<file path="src/rtl/nes_ppu_pkg.sv">
// Shared types and helpers for the PPU background attribute fetch path.
// Used by attr_fetch_ctrl and its palette FIFO.
package nes_ppu_pkg;

   typedef enum logic [1:0] {IDLE, ISSUE, WAIT, DONE} attr_state_t;

   localparam int ATTR_ROM_AW = 7;
   localparam int TILE_COL_W  = 5;
   localparam int TILE_ROW_W  = 5;

   // Each attribute byte covers a 4x4 tile block; the 2x2 quadrant picks the bit pair.
   function automatic logic [1:0] attr_quad(input logic [7:0] attr_byte,
                                            input logic       row1,
                                            input logic       col1);
      logic [1:0] quad;
      case ({row1, col1})
         2'b00:   quad = attr_byte[1:0];
         2'b01:   quad = attr_byte[3:2];
         2'b10:   quad = attr_byte[5:4];
         default: quad = attr_byte[7:6];
      endcase
      return quad;
   endfunction

endpackage

</file>
<file path="src/rtl/attr_pal_fifo.sv">
// Synchronous palette FIFO with occupancy count; head data is read combinationally.
// Push when full and pop when empty are both ignored.
module attr_pal_fifo #(
   parameter int W     = 2,
   parameter int DEPTH = 4,
   parameter int CNT_W = $clog2(DEPTH) + 1
) (
   input  logic             clk,
   input  logic             rst,
   input  logic             push_i,
   input  logic [W-1:0]     push_data_i,
   input  logic             pop_i,
   output logic [W-1:0]     head_o,
   output logic [CNT_W-1:0] count_o
);

   localparam int AW = $clog2(DEPTH);

   logic [W-1:0]     mem_q [DEPTH];
   logic [AW-1:0]    wr_ptr_q;
   logic [AW-1:0]    rd_ptr_q;
   logic [CNT_W-1:0] count_q;
   logic             pop_ok;
   logic             push_ok;

   assign pop_ok  = pop_i && (count_q != '0);
   assign push_ok = push_i && ((count_q != CNT_W'(DEPTH)) || pop_ok);

   always_ff @(posedge clk or posedge rst) begin
      if (rst) begin
         wr_ptr_q <= '0;
         rd_ptr_q <= '0;
         count_q  <= '0;
         for (int i = 0; i < DEPTH; i++) mem_q[i] <= '0;
      end else begin
         if (push_ok) begin
            mem_q[wr_ptr_q] <= push_data_i;
            wr_ptr_q        <= wr_ptr_q + AW'(1);
         end
         if (pop_ok) rd_ptr_q <= rd_ptr_q + AW'(1);
         if (push_ok && !pop_ok)      count_q <= count_q + CNT_W'(1);
         else if (pop_ok && !push_ok) count_q <= count_q - CNT_W'(1);
      end
   end

   assign head_o  = mem_q[rd_ptr_q];
   assign count_o = count_q;

endmodule

</file>
<file path="src/rtl/attr_fetch_ctrl.sv">
// Attribute-table fetch sequencer for one background scanline, feeding a palette FIFO.
// Optional ATTR_CACHE_EN keeps the last ROM byte so repeat addresses skip the ROM wait.
module attr_fetch_ctrl
   import nes_ppu_pkg::*;
#(
   parameter int TILES_PER_LINE = 32,
   parameter int FIFO_DEPTH     = 4,
   parameter int ADDR_W         = ATTR_ROM_AW
) (
   input  logic                  clk,
   input  logic                  rst,
   input  logic                  line_start,
   input  logic [TILE_ROW_W-1:0] tile_row,
   input  logic                  nt_sel,
   output logic [ADDR_W-1:0]     rom_addr,
   input  logic [7:0]            rom_dout,
   output logic [1:0]            pal_data,
   output logic                  pal_valid,
   input  logic                  pal_ready,
   output logic                  busy,
   output logic                  line_done,
   output attr_state_t           state_dbg
);

   localparam int CNT_W = $clog2(FIFO_DEPTH) + 1;

   attr_state_t           state_q;
   logic [TILE_COL_W-1:0] col_q;
   logic [TILE_COL_W-1:0] col_nx;
   logic [4:1]            row_q;
   logic                  nt_q;
   logic [ADDR_W-1:0]     rom_addr_q;
   logic                  line_done_q;

   logic [CNT_W-1:0]      fifo_cnt;
   logic                  space;
   logic                  last_col;
   logic                  hit_push;
   logic                  push_en;
   logic [1:0]            push_data;
   logic                  row_lsb_unused;

   // Only the quadrant and block bits of the row matter for attributes.
   assign row_lsb_unused = tile_row[0];

   assign space    = fifo_cnt < CNT_W'(FIFO_DEPTH);
   assign last_col = col_q == TILE_COL_W'(TILES_PER_LINE - 1);
   assign col_nx   = col_q + TILE_COL_W'(1);

`ifdef ATTR_CACHE_EN
   logic              cache_vld_q;
   logic [ADDR_W-1:0] cache_tag_q;
   logic [7:0]        cache_byte_q;

   assign hit_push = (state_q == ISSUE) && cache_vld_q && (cache_tag_q == rom_addr_q) && space;

   always_ff @(posedge clk or posedge rst) begin
      if (rst) begin
         cache_vld_q  <= 1'b0;
         cache_tag_q  <= '0;
         cache_byte_q <= '0;
      end else if (state_q == IDLE && line_start) begin
         cache_vld_q <= 1'b0;
      end else if (state_q == WAIT) begin
         cache_vld_q  <= 1'b1;
         cache_tag_q  <= rom_addr_q;
         cache_byte_q <= rom_dout;
      end
   end
`else
   assign hit_push = 1'b0;
`endif

   // A tile completes either on its ROM-wait cycle or on a cache hit in ISSUE.
   always_comb begin
      push_en   = 1'b0;
      push_data = 2'b00;
      if (state_q == WAIT) begin
         push_en   = 1'b1;
         push_data = attr_quad(rom_dout, row_q[1], col_q[1]);
      end
`ifdef ATTR_CACHE_EN
      else if (hit_push) begin
         push_en   = 1'b1;
         push_data = attr_quad(cache_byte_q, row_q[1], col_q[1]);
      end
`endif
   end

   always_ff @(posedge clk or posedge rst) begin
      if (rst) begin
         state_q     <= IDLE;
         col_q       <= '0;
         row_q       <= '0;
         nt_q        <= 1'b0;
         rom_addr_q  <= '0;
         line_done_q <= 1'b0;
      end else begin
         line_done_q <= 1'b0;
         case (state_q)
            IDLE: begin
               if (line_start) begin
                  row_q      <= tile_row[4:1];
                  nt_q       <= nt_sel;
                  col_q      <= '0;
                  rom_addr_q <= ADDR_W'({nt_sel, tile_row[4:2], 3'b000});
                  state_q    <= ISSUE;
               end
            end
            ISSUE, WAIT: begin
               if (push_en) begin
                  if (last_col) begin
                     state_q     <= DONE;
                     line_done_q <= 1'b1;
                  end else begin
                     col_q      <= col_nx;
                     rom_addr_q <= ADDR_W'({nt_q, row_q[4:2], col_nx[4:2]});
                     state_q    <= ISSUE;
                  end
               end else if (space) begin
                  state_q <= WAIT;
               end
            end
            default: state_q <= IDLE;
         endcase
      end
   end

   attr_pal_fifo #(
      .W     (2),
      .DEPTH (FIFO_DEPTH),
      .CNT_W (CNT_W)
   ) u_fifo (
      .clk         (clk),
      .rst         (rst),
      .push_i      (push_en),
      .push_data_i (push_data),
      .pop_i       (pal_ready),
      .head_o      (pal_data),
      .count_o     (fifo_cnt)
   );

   assign rom_addr  = rom_addr_q;
   assign pal_valid = fifo_cnt != '0;
   assign busy      = state_q != IDLE;
   assign line_done = line_done_q;
   assign state_dbg = state_q;

endmodule

</file>
<file path="config.mk">
export PLATFORM = sky130hd
export DESIGN_NAME = attr_fetch_ctrl
export DESIGN_NICKNAME = d
export VERILOG_FILES = /design/src/rtl/nes_ppu_pkg.sv /design/src/rtl/attr_pal_fifo.sv /design/src/rtl/attr_fetch_ctrl.sv
export SDC_FILE = /design/constraint.sdc
export NUM_CORES = 1
export LEC_CHECK = 0
export BUFFER_PORTS_ARGS = -buffer_cell sky130_fd_sc_hd__buf_2
export CORE_ASPECT_RATIO = 0.9
export CORE_UTILIZATION = 55
export DETAILED_ROUTE_END_ITERATION = 10
export PLACE_DENSITY = 0.9
export REMOVE_ABC_BUFFERS = 1
export SLEW_MARGIN = 20
export SYNTH_ARGS = -nofsm -noshare
export SYNTH_HDL_FRONTEND = slang
export SYNTH_SLANG_ARGS = --single-unit
</file>
<file path="constraint.sdc">
create_clock -name clk -period 2.9 [get_ports clk]
set_input_delay 0.435 -clock clk [delete_from_list [all_inputs] [get_ports clk]]
set_output_delay 0.435 -clock clk [all_outputs]
set_load 0.1 [all_outputs]
</file>
==> metrics.md <==
| Metric | Value |
|---|---|
| Global-route wire length before repair | 5720 um |
| ANT cells | 0 |
| DR WL/cell | 15.74 um |
| Cts hold-fix bufs | 0 |
| Worst setup EP type | flip-flop |
| Num CTS Buffers | 5 |
| Primary FF master, synth | dfrtp_1 |
| Initial drt markers | 30 |
| H-tree lvl count | 2 |
| Setup Total Neg Slack | 0 ps |
| GRT Resource Usage Total | approximately 22% |
| Critical path arrival | 2560 ps |
| Number of global-route vias before repair | 1270 |
| Row count | 19 |
| Worst slew margin | 56.75% |
| # DRC | 0 |
| Unrepaired setup endpoints after global routing | false |
| Share of cells above drive strength 1 | 40.70% |
| Skew final | 6.923 ps |
| Largest net degree at the start of global routing | 33 |
| Crit path depth | 7 |
| Commonest non-fill, non-tap cell in the layout | dfrtp_1 |
| Yosys warning total | 0 |
| Final count of hold timing violations | 0 |
| Most common cell on crit path | inv_1 |
| Detail Route Antenna Nets | 0 |
| Max stage delay on crit path | 620 ps |
| DIE AREA | 3511 um2 |
| Hold/Removal Path Class | primary input to async pin |
| Period Utilization, post-route | between 80% and 90% |
| Final setup vio count | 0 |
| Clock root cell | clkbuf_4 |
| PostCTS Resize Cnt | 0 |
| CP Cell Sequence | or4b_4, nand2_4, inv_1, ha_1, inv_1, fa_1, mux2_2 |
| Cells after synthesis | 139 |
| Antenna violations before repair | 0 |
| Slew Limit Fails | 0 |
| Total grt overflow | 0 |
| DRT Pass-1 Iters | 4 |
| Mapped cell area | 1803 um2 |
| Clk slew on worst S/H paths | ~90 ps |
| Mean Syn Cell Area | 12.97 um2 |
| Async S/R FF share, synth | 100.0% |
| Crit path max-delay cell type | or4b_4 |
| Setup bufs post-CTS | 0 |
| Gpl congestion | 0.7742 |
| Status | complete, no violations |
| Top cell family by delay on the critical path | simple AND/OR/NAND/NOR gates |
| Kind of critical path | flip-flop to flip-flop |
| Clk_lat worst skew | 330 ps |
| Worst Setup Start Kind | flip-flop |
| Crit-path max FO | 5 |
| Drt via density | 5.369 |
| Area delta synth->final | 13.05% |
| Final Critical Period | 2337 ps |
| EDFF count, synth | 0 |
| Die span in y | 56.32 um |
| Max cap viols | 0 |
| Reg2reg path depth | 7 |
| IO buf count | 30 |
| Required time worst endpoint | 3130 ps |
| Core Box Area | 3090 um2 |
| Routed vias | roughly 1100 |
| Worst Max-Slew Pin Slew | 648.7 ps |
| Detailed Place HPWL | between 2000 and 3000 um |
| Clock Tree Buf Depth | 2 |
| CP Buf/Inv Count | 2 |
| Fill cell count | between 200 and 250 |
| Die Wd | 62.35 um |
| Yosys reg bits | 32 |
| Commonest cells after routing, fill and taps aside | dfrtp_1 (32), buf_2 (30), mux2_2 (13), ha_1 (12) |
| Initial core utilization | 58.34% |
| Final WL | 3368 um |
| F_max | 428.0 MHz |
| I/O pin total | 32 |
| Clk sink count | 32 |
| Final net count | 202 |
| CTS tree | built |
| Post-synthesis sequential area ratio | between 40% and 50% |
| Distinct cells, synth | 35 |
## Yosys cell counts (all sizes together), types with 4 or more instances
| cell | number | area (um2) |
|---|---|---|
| ha | 12 | 150.1 |
| inv | 10 | 37.54 |
| dfrtp | 32 | 800.8 |
| nand3 | 6 | 50.05 |
| mux2 | 23 | 289.0 |
| mux2i | 11 | 113.9 |
| buf | 6 | 37.53 |
| nand2 | 7 | 33.78 |
| xnor2 | 4 | 35.03 |
## kinds of logic after synthesis
kind of cell,share of synthesized area [%]
multiplexers,24.84
flip-flops,44.41
AND/OR/NAND/NOR,8.813
buffers and inverters,4.372
adder cells (fa/ha/maj),9.438
AO/OA/AOI/OAI,5.205
XOR/XNOR,2.915
## flip-flops by register name, indices dropped and copies added (netlist names)
signal,flops
rom_addr,5
u_fifo.mem_q,8
row_q,4
state_dbg,2
nt_q,1
u_fifo.wr_ptr_q,2
u_fifo.count_o,3
u_fifo.rd_ptr_q,2
line_done,1
col_q,4
## worst min-delay path, cell delays in order
cell and delay, ps:
buf_2 100, inv_1 40, buf_4 350
## worst paths after layout
path                                                from                            end  slack (ps)
setup / recovery           u_fifo.count_o[0]$_DFFE_PP0P_  u_fifo.count_o[1]$_DFFE_PP0P_         560
max in group asynchronous                            rst           row_q[2]$_DFFE_PP0P_        2460
setup reg to reg           u_fifo.count_o[0]$_DFFE_PP0P_  u_fifo.count_o[1]$_DFFE_PP0P_         560
hold reg to reg                  rom_addr[4]$_DFFE_PP0P_        rom_addr[4]$_DFFE_PP0P_         490
hold / removal                                       rst    u_fifo.mem_q[1]$_DFFE_PP0P_         160
min in group clk                             tile_row[1]           row_q[1]$_DFFE_PP0P_         340
## metal layers
metal | up-vias | routed length [um] | global-route usage (%) | share of wire [%]
met5 | - | 0 | 0 | 0
met3 | 10 | 158 | 7.114 | 4.7
li1 | 548 | - | - | -
met2 | 29 | 1731 | 37.99 | 51
met4 | 0 | 70 | 7.309 | 2.1
met1 | 562 | 1407 | 25.00 | 42
## through the flow
| step | setup WS (ps) | std cells | hold WS [ps] | utilization (%) | instance area, um2 |
|---|---|---|---|---|---|
| after detailed placement | 472.1 | 206 | 475.0 | 64.05 | 1979 |
| after global placement | 564.9 | 206 | 465.0 | 64.05 | 1979 |
| final | 563.5 | 214 | 164.2 | 65.95 | 2038 |
| after CTS | 547.0 | 214 | 166.9 | 65.95 | 2038 |
| after floorplan | 148.9 | 132 | 470.2 | - | 1762 |
| after global routing | 475.6 | 214 | 201.4 | 65.95 | 2038 |
## layout make-up
cell class | count | area [um2] | share of cell area [%]
multi-input cells | 90 | 923.4 | 45.30
inverters | 10 | 37.54 | 1.842
clock buffers | 8 | 58.81 | 2.885
repair buffers | 32 | 165.2 | 8.103
well taps | 42 | 52.55 | 2.578
flip-flops and latches | 32 | 800.8 | 39.29
Power is left out: the tool's default activity adds up to more than one toggle a clock period on the data nets, which glitch-free logic cannot reach.
